[src/rtl/bus_slave_responder_if.sv]
// bus_slave_responder_if: command/data bus between a master and one slave responder
interface bus_slave_responder_if #(
  parameter int SLAVE_LEN = 2,
  parameter int ADDR_LEN  = 12,
  parameter int DATA_LEN  = 8,
  parameter int BURST_LEN = 12
);
  logic [1:0]           instruction;
  logic [SLAVE_LEN-1:0] slave_select;
  logic [ADDR_LEN-1:0]  address;
  logic [BURST_LEN-1:0] burst_num;
  logic [DATA_LEN-1:0]  wr_data;
  logic                 wr_valid;
  logic                 rd_ready;
  logic [DATA_LEN-1:0]  rd_data;
  logic                 rd_valid;
  logic                 busy;
  logic                 tx_done;
  logic                 rx_done;
  logic                 err;
  modport master (
    output instruction, slave_select, address, burst_num, wr_data, wr_valid, rd_ready,
    input  rd_data, rd_valid, busy, tx_done, rx_done, err
  );
  modport slave (
    input  instruction, slave_select, address, burst_num, wr_data, wr_valid, rd_ready,
    output rd_data, rd_valid, busy, tx_done, rx_done, err
  );
endinterface

[src/rtl/bus_slave_responder.sv]
// bus_slave_responder: slave end of the system bus, burst read/write into a small local memory
module bus_slave_responder #(
  parameter int SLAVE_LEN    = 2,
  parameter int ADDR_LEN     = 12,
  parameter int DATA_LEN     = 8,
  parameter int BURST_LEN    = 12,
  parameter int MEM_ADDR_LEN = 4,
  parameter int SLAVE_ID     = 0
) (
  input logic                 clk,
  input logic                 reset,
  bus_slave_responder_if.slave bus
);
  typedef enum logic [1:0] {IDLE, WRITE, READ, DONE} state_t;
  state_t state, state_n;
  logic [DATA_LEN-1:0] mem [2**MEM_ADDR_LEN];
  logic [MEM_ADDR_LEN-1:0] ptr, nxt;
  logic [BURST_LEN-1:0] remaining;
  logic [DATA_LEN-1:0] rd_data;
  logic rd_valid, busy, tx_done, rx_done, err;
  logic cmd, accept, oor, last, start, wr_fire, rd_fire;
  assign nxt = ptr + 1'b1;
  assign bus.rd_data  = rd_data;
  assign bus.rd_valid = rd_valid;
  assign bus.busy     = busy;
  assign bus.tx_done  = tx_done;
  assign bus.rx_done  = rx_done;
  assign bus.err      = err;
  // Dropping instruction[1] mid-transfer aborts; it takes priority over a beat in the same cycle
  always_comb begin
    cmd = bus.instruction[1];
    accept = cmd && bus.slave_select == SLAVE_LEN'(SLAVE_ID);
    oor = |bus.address[ADDR_LEN-1:MEM_ADDR_LEN];
    last = remaining == BURST_LEN'(1);
    start = state == IDLE && accept && !oor;
    wr_fire = state == WRITE && cmd && bus.wr_valid;
    rd_fire = state == READ && cmd && rd_valid && bus.rd_ready;
    state_n = state;
    case (state)
      IDLE:    state_n = !accept ? IDLE : oor ? DONE : bus.instruction[0] ? READ : WRITE;
      WRITE:   state_n = !cmd ? IDLE : (wr_fire && last) ? DONE : WRITE;
      READ:    state_n = !cmd ? IDLE : (rd_fire && last) ? DONE : READ;
      default: state_n = cmd ? DONE : IDLE;
    endcase
  end
  always_ff @(posedge clk or negedge reset)
    if (!reset) begin
      state     <= IDLE;
      ptr       <= '0;
      remaining <= '0;
      rd_data   <= '0;
      rd_valid  <= 1'b0;
      busy      <= 1'b0;
      tx_done   <= 1'b0;
      rx_done   <= 1'b0;
      err       <= 1'b0;
    end else begin
      state    <= state_n;
      busy     <= state_n == WRITE || state_n == READ;
      rd_valid <= state_n == READ;
      tx_done  <= state == WRITE && state_n == DONE;
      rx_done  <= state == READ && state_n == DONE;
      err      <= state == IDLE && state_n == DONE;
      if (start) begin
        ptr       <= bus.address[MEM_ADDR_LEN-1:0];
        remaining <= bus.burst_num == '0 ? BURST_LEN'(1) : bus.burst_num;
        if (bus.instruction[0]) rd_data <= mem[bus.address[MEM_ADDR_LEN-1:0]];
      end else if (wr_fire || rd_fire) begin
        ptr       <= nxt;
        remaining <= remaining - 1'b1;
        if (rd_fire && !last) rd_data <= mem[nxt];
      end
    end
  // Memory has no reset so completed writes survive a reset
  always_ff @(posedge clk)
    if (wr_fire) mem[ptr] <= bus.wr_data;
endmodule

[src/flat_wrapper.sv]
// flat-port wrapper written by rule: the top's interface ports become plain ports
module bus_slave_responder_flat 
#(
  parameter int SLAVE_LEN    = 2,
  parameter int ADDR_LEN     = 12,
  parameter int DATA_LEN     = 8,
  parameter int BURST_LEN    = 12,
  parameter int MEM_ADDR_LEN = 4,
  parameter int SLAVE_ID     = 0
)
  (clk, reset, bus_instruction, bus_slave_select, bus_address, bus_burst_num, bus_wr_data, bus_wr_valid, bus_rd_ready, bus_rd_data, bus_rd_valid, bus_busy, bus_tx_done, bus_rx_done, bus_err);
  bus_slave_responder_if #(.SLAVE_LEN(SLAVE_LEN), .ADDR_LEN(ADDR_LEN), .DATA_LEN(DATA_LEN), .BURST_LEN(BURST_LEN)) bus_i ();
  input logic clk;
  input logic reset;
  input wire logic [$bits(bus_i.instruction)-1:0] bus_instruction;
  input wire logic [$bits(bus_i.slave_select)-1:0] bus_slave_select;
  input wire logic [$bits(bus_i.address)-1:0] bus_address;
  input wire logic [$bits(bus_i.burst_num)-1:0] bus_burst_num;
  input wire logic [$bits(bus_i.wr_data)-1:0] bus_wr_data;
  input wire logic [$bits(bus_i.wr_valid)-1:0] bus_wr_valid;
  input wire logic [$bits(bus_i.rd_ready)-1:0] bus_rd_ready;
  output wire logic [$bits(bus_i.rd_data)-1:0] bus_rd_data;
  output wire logic [$bits(bus_i.rd_valid)-1:0] bus_rd_valid;
  output wire logic [$bits(bus_i.busy)-1:0] bus_busy;
  output wire logic [$bits(bus_i.tx_done)-1:0] bus_tx_done;
  output wire logic [$bits(bus_i.rx_done)-1:0] bus_rx_done;
  output wire logic [$bits(bus_i.err)-1:0] bus_err;
  assign bus_i.instruction = bus_instruction;
  assign bus_i.slave_select = bus_slave_select;
  assign bus_i.address = bus_address;
  assign bus_i.burst_num = bus_burst_num;
  assign bus_i.wr_data = bus_wr_data;
  assign bus_i.wr_valid = bus_wr_valid;
  assign bus_i.rd_ready = bus_rd_ready;
  assign bus_rd_data = bus_i.rd_data;
  assign bus_rd_valid = bus_i.rd_valid;
  assign bus_busy = bus_i.busy;
  assign bus_tx_done = bus_i.tx_done;
  assign bus_rx_done = bus_i.rx_done;
  assign bus_err = bus_i.err;
  bus_slave_responder #(.SLAVE_LEN(SLAVE_LEN), .ADDR_LEN(ADDR_LEN), .DATA_LEN(DATA_LEN), .BURST_LEN(BURST_LEN), .MEM_ADDR_LEN(MEM_ADDR_LEN), .SLAVE_ID(SLAVE_ID)) u_core (.clk(clk), .reset(reset), .bus(bus_i));
endmodule
[config.mk]
export PLATFORM = sky130hd
export DESIGN_NAME = bus_slave_responder_flat
export DESIGN_NICKNAME = d
export VERILOG_FILES = /design/src/rtl/bus_slave_responder_if.sv /design/src/rtl/bus_slave_responder.sv /design/src/flat_wrapper.sv
export SDC_FILE = /design/constraint.sdc
export NUM_CORES = 1
export LEC_CHECK = 0
export CORE_ASPECT_RATIO = 0.8
export CORE_UTILIZATION = 65
export CTS_BUF_LIST = sky130_fd_sc_hd__clkbuf_4
export DETAILED_ROUTE_END_ITERATION = 7
export PLACE_DENSITY = 0.95
export SLEW_MARGIN = 40
export SYNTH_ARGS = -nofsm -noshare
export SYNTH_HDL_FRONTEND = slang
export SYNTH_SLANG_ARGS = --single-unit
[constraint.sdc]
create_clock -name clk -period 6.3 [get_ports clk]
set_input_delay 0.945 -clock clk [delete_from_list [all_inputs] [get_ports clk]]
set_output_delay 0.945 -clock clk [all_outputs]
set_load 0.02 [all_outputs]
==> results of run 1 <==
-- worst max-delay path, delay by kind of cell (launching register included) --
kind	cells	cell delay, ps
AND/OR/NAND/NOR	1	220
flip-flops	1	360
buffers and inverters	3	1160
multiplexers	2	850
AO/OA/AOI/OAI	1	170
adder cells (fa/ha/maj)	1	360
-- power by group --
part	total [mW]	switching [mW]	internal [mW]
clock network	0.569	0.366	0.202
logic	1.06	0.528	0.536
registers	1.29	0.0788	1.21
-- routing by layer --
metal / wire length, µm / part of all wire (%) / vias to the layer above / track usage, %
li1: - / - / 2031 / -
met1: 6340 / 35 / 2395 / 43.9
met2: 8690 / 48 / 410 / 49.5
met3: 2320 / 13 / 75 / 8.43
met4: 842 / 4.6 / 0 / 18.1
met5: 0 / 0 / - / 0
-- final timing paths --
path                                        from                     to  slack [ps]  depth (start not counted)
setup / recovery                   u_core.ptr[0]  u_core.bus.rd_data[4]        3050                          8
hold / removal             u_core.bus.rd_data[4]  u_core.bus.rd_data[4]         520                          1
setup reg to reg                   u_core.ptr[0]  u_core.bus.rd_data[4]        3050                          8
hold reg to reg            u_core.bus.rd_data[4]  u_core.bus.rd_data[4]         520                          1
max in group asynchronous                  reset          u_core.ptr[0]        5170                          2
min in group asynchronous                  reset        u_core.state[0]         790                          2
-- through the flow --
step	setup WS, ps	util [%]
floorplan	3210	-
global placement	3020	72.1
detailed placement	2940	72.4
CTS	3020	74.6
global route	2860	74.7
finish	3050	74.7
-- flip-flops by register name (all words and copies together), names as in the netlist --
| signal | count |
|---|---|
| u_core.bus.busy | 1 |
| u_core.bus.err | 1 |
| u_core.bus.rd_data | 8 |
| u_core.bus.rd_valid | 1 |
| u_core.bus.rx_done | 1 |
| u_core.bus.tx_done | 1 |
| u_core.mem | 128 |
| u_core.ptr | 4 |
| u_core.remaining | 12 |
| u_core.state | 2 |
-- kinds of logic (layout without fill, tap and decap cells) --
logic type                 after synthesis  count (layout)  share of synthesized area (%)
adders and majority gates                8               8                           1.31
DFF                                    159             159                           60.2
xor gates and xnor gates                16              16                           1.93
and+or+nand+nor                        111             111                           7.44
buffers and inverters                   37             103                           2.27
AOI/OAI and AO/OA                       64              64                           5.87
muxes                                   85              85                           20.9
-- layout make-up --
cell class / instances / area [µm²]
Sequential cell: 159 / 4620
Multi-Input combinational cell: 284 / 2910
Fill cell: 638 / 2910
Timing Repair Buffer: 63 / 596
Tap cell: 148 / 185
Clock inverter: 15 / 136
Clock buffer: 17 / 128
Inverter: 8 / 30.0
-- cell usage in the layout, fill, tap and decap left out, types with 3 or more instances in the layout --
| master | Yosys | layout |
|---|---|---|
| and2_1 | 5 | 5 |
| nor2_1 | 21 | 12 |
| nand2_1 | 35 | 35 |
| mux2i_1 | 21 | 21 |
| a221o_1 | 3 | 3 |
| nor2b_1 | 10 | 9 |
| xnor2_1 | 12 | 12 |
| o21ai_0 | 18 | 18 |
| mux4_2 | 60 | 60 |
| clkinv_2 | 0 | 5 |
| nor2_2 | 0 | 9 |
| a21o_1 | 4 | 4 |
| a21oi_1 | 4 | 4 |
| dfrtp_1 | 31 | 30 |
| nor4_1 | 6 | 6 |
| nand2b_1 | 4 | 4 |
| a22oi_1 | 5 | 5 |
| clkdlybuf4s50_1 | 0 | 50 |
| nor3_1 | 8 | 7 |
| o211ai_1 | 4 | 4 |
| mux2_2 | 4 | 4 |
| a221oi_1 | 5 | 5 |
| inv_6 | 0 | 3 |
| clkbuf_4 | 0 | 17 |
| ha_1 | 8 | 8 |
| nand3_1 | 7 | 7 |
| o21ai_1 | 6 | 6 |
| and4b_1 | 3 | 3 |
| xor2_1 | 3 | 3 |
| buf_4 | 0 | 12 |
| edfxtp_1 | 128 | 128 |
| inv_1 | 7 | 7 |
| a211oi_1 | 9 | 9 |
| and3b_1 | 3 | 3 |
==> results.md, run 1 <==
* Full die area at 0.0122 mm²
* Mapped Nets at 528
* Critical path startpoint category: flip-flop
* Post-synthesis sequential area ratio at 60.2%
* H-tree levels at 4
* Area grow syn2layout at 12.2%
* Setup TNS Final at 0 ps
* RSZ-0062 raised after global routing: no
* Tot GR Track Use at 32.7%
* Total global routing overflow at 0
* Arrival time worst endpoint at 3680 ps
* WP data required at 6730 ps
* Site Rows at 35
* Violated checks: design-rule violations
* First-pass GRT wire length at 27.8 mm
* Initial DRC count at 697
* N_diodes at 0
* VDD IR max at 0.000231 V
* Asr flop ratio synth at 19.5%
* Slew Viols, Final at 0
* CTS tree: built
* Critical Path End Type: flip-flop
* Crit path kind: flip-flop to flip-flop
* Avg Cell Area, Syn at 16.0 µm²
* Result of the run: complete, but fails checks
* Mapped cell area at 0.00767 mm²
* Final count of hold timing violations at 0
* CTS clk-pin slew, worst paths at 120 ps
* Worst Tran Pin Value at 855 ps
* CTS Buffer Depth at 2
* Vias/cell at 7.08
* Via count at 4911
* Static Leak at 2.91 nW
* Worst path max stage delay at 540 ps
* Largest net degree at the start of global routing at 37
* Most frequent cells after synthesis: edfxtp_1, mux4_2, nand2_1
* Layout cell share with drive strength beyond 1 at 23.1%
* Tcrit/Tclk final at 51.6%
* Number of synthesized flops with an enable pin at 128
* Post-Place Cell Area at 0.00833 mm²
* Cell taking the most area after synthesis: edfxtp_1
* Post-Syn Instances at 480
* Postcts setup bufs at 0
* Chip height at 99.2 µm
* Root Buffer: clkbuf_4
* CTS sink cnt at 159
* F_max at 0.308 GHz
* Ranking of synthesized cells by area: edfxtp_1, mux4_2, dfrtp_1
* Post-route minimum period at 3250 ps
* Starting Density at 66.6%
* Yosys cell types at 48
* Max Cap Viol at 0
* Critical path's slowest cell: buf_4
* Final Hold Slack at 524 ps
* Top cell type's share of synthesized area at 50.1%
* CTS buffer count at 17
* Seq cells post-synth at 159
* Final setup viols at 0
* WL/cell at 26.2 µm
* Skew final at 23.4 ps
* Pwr Total at 2.92 mW
* Cell area after layout at 0.00861 mm²
* Pre-antenna DRT Iters at 8
* Crit path cell chain: buf_4, inv_1, ha_1, buf_4, mux4_2, mux4_2, or2_1, a22o_1
* Hold Buf Count CTS at 0
* Final antenna-violating net count at 0
* Slew HR at 42.8%
* Post-Layout Cell Count at 694
* Via count of the first global-routing pass at 4920
* P per Cell Area at 339 mW/mm²
* Worst-Skew Late Latency at 550 ps
* Inst Count DP at 662
* Gpl congestion at 0.892
* Drt drc at 1
* Ys flop type: edfxtp_1
* Routed WL at 18.2 mm
* Top-Level Pins at 53
* Detailed Place HPWL at 11.9 mm
* Post-cts resize count at 0
* YS warnings at 0
* Die X at 123 µm
* Most common cell in the netlist: edfxtp_1
* PortBufs at 52
* Core Area at 0.0115 mm²
* Initial antenna violation count at 0
* Worst Path Max Fanout at 36
* Nets at 581
* Hold/Removal Path Class: flip-flop to flip-flop
Power figures use the tool's default switching activity.
==> run 2, diff against run 1 <==
CORE_UTILIZATION = 55   (was 65)
PLACE_DENSITY = 0.89   (was 0.95)
clock period = 2.9 ns   (was 6.3 ns; I/O delays follow)
==> results.md, run 2 (synthesis gave the netlist of run 1 again) <==
* Worst-Skew Late Latency at 580 ps (+30 ps)
* Pre-antenna DRT Iters at 5 (-3)
* Drt drc at 0 (-1)
* Combinational power share at 36.5% (about the same)
* Critical path's slowest cell: dfrtp_1
* Max Cap Viol at 0 (unchanged)
* Post-route minimum period at 2570 ps (-677 ps)
* PortBufs at 52 (unchanged)
* Nets at 616 (+6.0%)
* Routed WL at 17.8 mm (-2.2%)
* Largest net degree at the start of global routing at 32 (-14%)
* CTS buffer count at 17 (unchanged)
* R2R Setup Slk at 330 ps (-2720 ps)
* CTS sink cnt at 159 (unchanged)
* Static Leak at 3.09 nW (+6.1%)
* Arrival time worst endpoint at 3050 ps (-630 ps)
* Tcrit/Tclk final at 88.7% (+37 points)
* Worst path max stage delay at 480 ps (-60 ps)
* Post-cts resize count at 0 (unchanged)
* Gpl congestion at 0.866 (-2.8%)
* Layout cell share with drive strength beyond 1 at 25.8% (+2.7 points)
* Sw Ratio at 33.7% (+0.41 points)
* Cell internal pwr at 4.20 mW (+120%)
* Worst Path Max Fanout at 18 (-50%)
* P per Cell Area at 715 mW/mm² (+110%)
* Top-Level Pins at 53 (unchanged)
* Crit path kind: flip-flop to flip-flop
* Final antenna-violating net count at 0 (unchanged)
* Worst r2r dst: u_core.bus.rd_data[1]
* Starting Density at 56.4% (-10 points)
* Detailed Place HPWL at 12.5 mm (+4.8%)
* First-pass GRT wire length at 27.6 mm (-0.59%)
* Die X at 134 µm (+8.6%)
* Post-Layout Cell Count at 761 (+9.7%)
* R2R depth at 8 (unchanged)
* Top flop regs: u_core.mem (128), u_core.remaining (12), u_core.bus.rd_data (8)
* WP data required at 3380 ps (-3350 ps)
* Slew Viols, Final at 0 (unchanged)
* Pwr Total at 6.34 mW (+120%)
* Fill count at 951 (+49%)
* Most frequent cells in the layout: edfxtp_1, mux4_2, clkdlybuf4s50_1, buf_4, nand2_1
* Full die area at 0.0144 mm² (+18%)
* VDD IR max at 0.000452 V (+96%)
* Area grow syn2layout at 15.6%
* Crit path cell chain: inv_1, ha_1, buf_4, mux4_2, nor2b_1, a211oi_1, a21oi_1, a221o_1
* Worst R2R Start: u_core.ptr[1]
* Via count at 4918 (+0.14%)
* Chip height at 108 µm (+8.5%)
* Inst Count DP at 729 (+10%)
* Share of total power in the clock network at 19.1% (-0.4 points)
* N_diodes at 0 (unchanged)
* Initial antenna violation count at 0 (unchanged)
* Top reg by flops: u_core.mem
* Final count of hold timing violations at 0 (unchanged)
* RSZ-0062 raised after global routing: no
* Buf/Inv on CP at 2 (-1)
* Postcts setup bufs at 0 (unchanged)
* Psw at 2.14 mW (+120%)
* Tot GR Track Use at 26.7% (-6.0 points)
* Crit-path leading delay family: compound AO/OA/AOI/OAI gates
* CTS tree: built
* CTS Buffer Depth at 2 (unchanged)
* Stages on worst setup path at 8 (unchanged)
* Critical Path End Type: flip-flop
* Critical path startpoint category: flip-flop
* Result of the run: complete, no violations
* Site Rows at 38 (+8.6%)
* Seq pwr share at 44.3% (+0.2 points)
* Skew final at 24.7 ps (+1.27 ps)
* Via count of the first global-routing pass at 4979 (+1.2%)
* Total global routing overflow at 0 (unchanged)
* F_max at 0.389 GHz (+26%)
* Largest register FFs at 128 (unchanged)
* Commonest non-fill, non-tap cell in the layout: edfxtp_1
* CTS clk-pin slew, worst paths at 150 ps (+30 ps)
* Worst Tran Pin Value at 665 ps (-190 ps)
* Hold Buf Count CTS at 0 (unchanged)
* Slew HR at 55.7% (+13 points)
* Initial DRC count at 474 (-32%)
* Vias/cell at 6.46 (-8.7%)
* Final setup viols at 0 (unchanged)
* H-tree levels at 4 (unchanged)
* Core Area at 0.0136 mm² (+18%)
* WL/cell at 23.4 µm (-11%)
* Hold/Removal Path Class: input port to async pin
* Setup TNS Final at 0 ps (unchanged)
* Root Buffer: clkbuf_4
run 2: changes by cell type in the layout (fill, tap and decap cells not counted), sizes merged:
cell / previous run / this run
buf: 13 / 48
bufinv: 1 / 0
inv: 13 / 14
run 2: worst register-to-register path, cell delays in order, from the launching register on:
cell	delay (ps)
dfrtp_1	480
inv_1	110
ha_1	460
buf_4	340
mux4_2	340
nor2b_1	140
a211oi_1	250
a21oi_1	70
a221o_1	290
run 2: per-stage QoR:
step | instance area, µm² | setup WS (ps) | hold slack (ps) | utilization [%]
after floorplan | 7670 | 71.1 | 139 | -
after global placement | 8610 | 446 | 480 | 63.3
after detailed placement | 8610 | 359 | 509 | 63.3
after CTS | 8870 | 352 | 225 | 65.2
after global routing | 8870 | 232 | 244 | 65.2
final | 8870 | 329 | 238 | 65.2
run 2: final cells by class:
class | instances | area, µm² | area share, %
tap | 180 | 225 | 2.54
multi-input combinational | 284 | 2880 | 32.4
sequential | 159 | 4620 | 52.1
inverter | 8 | 30.0 | 0.339
clock buffer | 17 | 128 | 1.44
clock inverter | 15 | 133 | 1.50
timing repair buffer | 98 | 856 | 9.65
run 2: how the worst max path moves through the flow:
stage                   startpoint               endpoint  slack [ps]
finish               u_core.ptr[1]  u_core.bus.rd_data[1]         330
global route         u_core.ptr[1]  u_core.bus.rd_data[5]         230
CTS                  u_core.ptr[1]  u_core.bus.rd_data[1]         350
detailed placement  bus_address[9]  u_core.bus.rd_data[5]         360
global placement     u_core.ptr[0]  u_core.bus.rd_data[3]         450
floorplan            u_core.ptr[0]  u_core.bus.rd_data[2]          70
run 2: power groups by stage:
stage / clock network (mW) / registers (mW) / logic [mW]
final: 1.21 / 2.81 / 2.31
after global routing: 1.33 / 2.83 / 2.47
after CTS: 1.23 / 2.80 / 2.32
after detailed placement: 0 / 2.85 / 2.31
after global placement: 0 / 2.84 / 2.23
after floorplan: 0 / 2.85 / 1.68
run 2: metal layers:
layer  routed length [µm]  global-route usage (%)  vias up
met1                 7060                    35.4     2488
met4                  348                    9.71        0
met2                 8560                    42.7      296
li1                     -                       -     2100
met5                    0                       0        -
met3                 1820                    7.25       34
==> run 3, diff against run 2 <==
CAP_MARGIN = 0   (was not set)
==> results of run 3 <==
No change in the layout: final DEF, timing and power equal those of run 2.
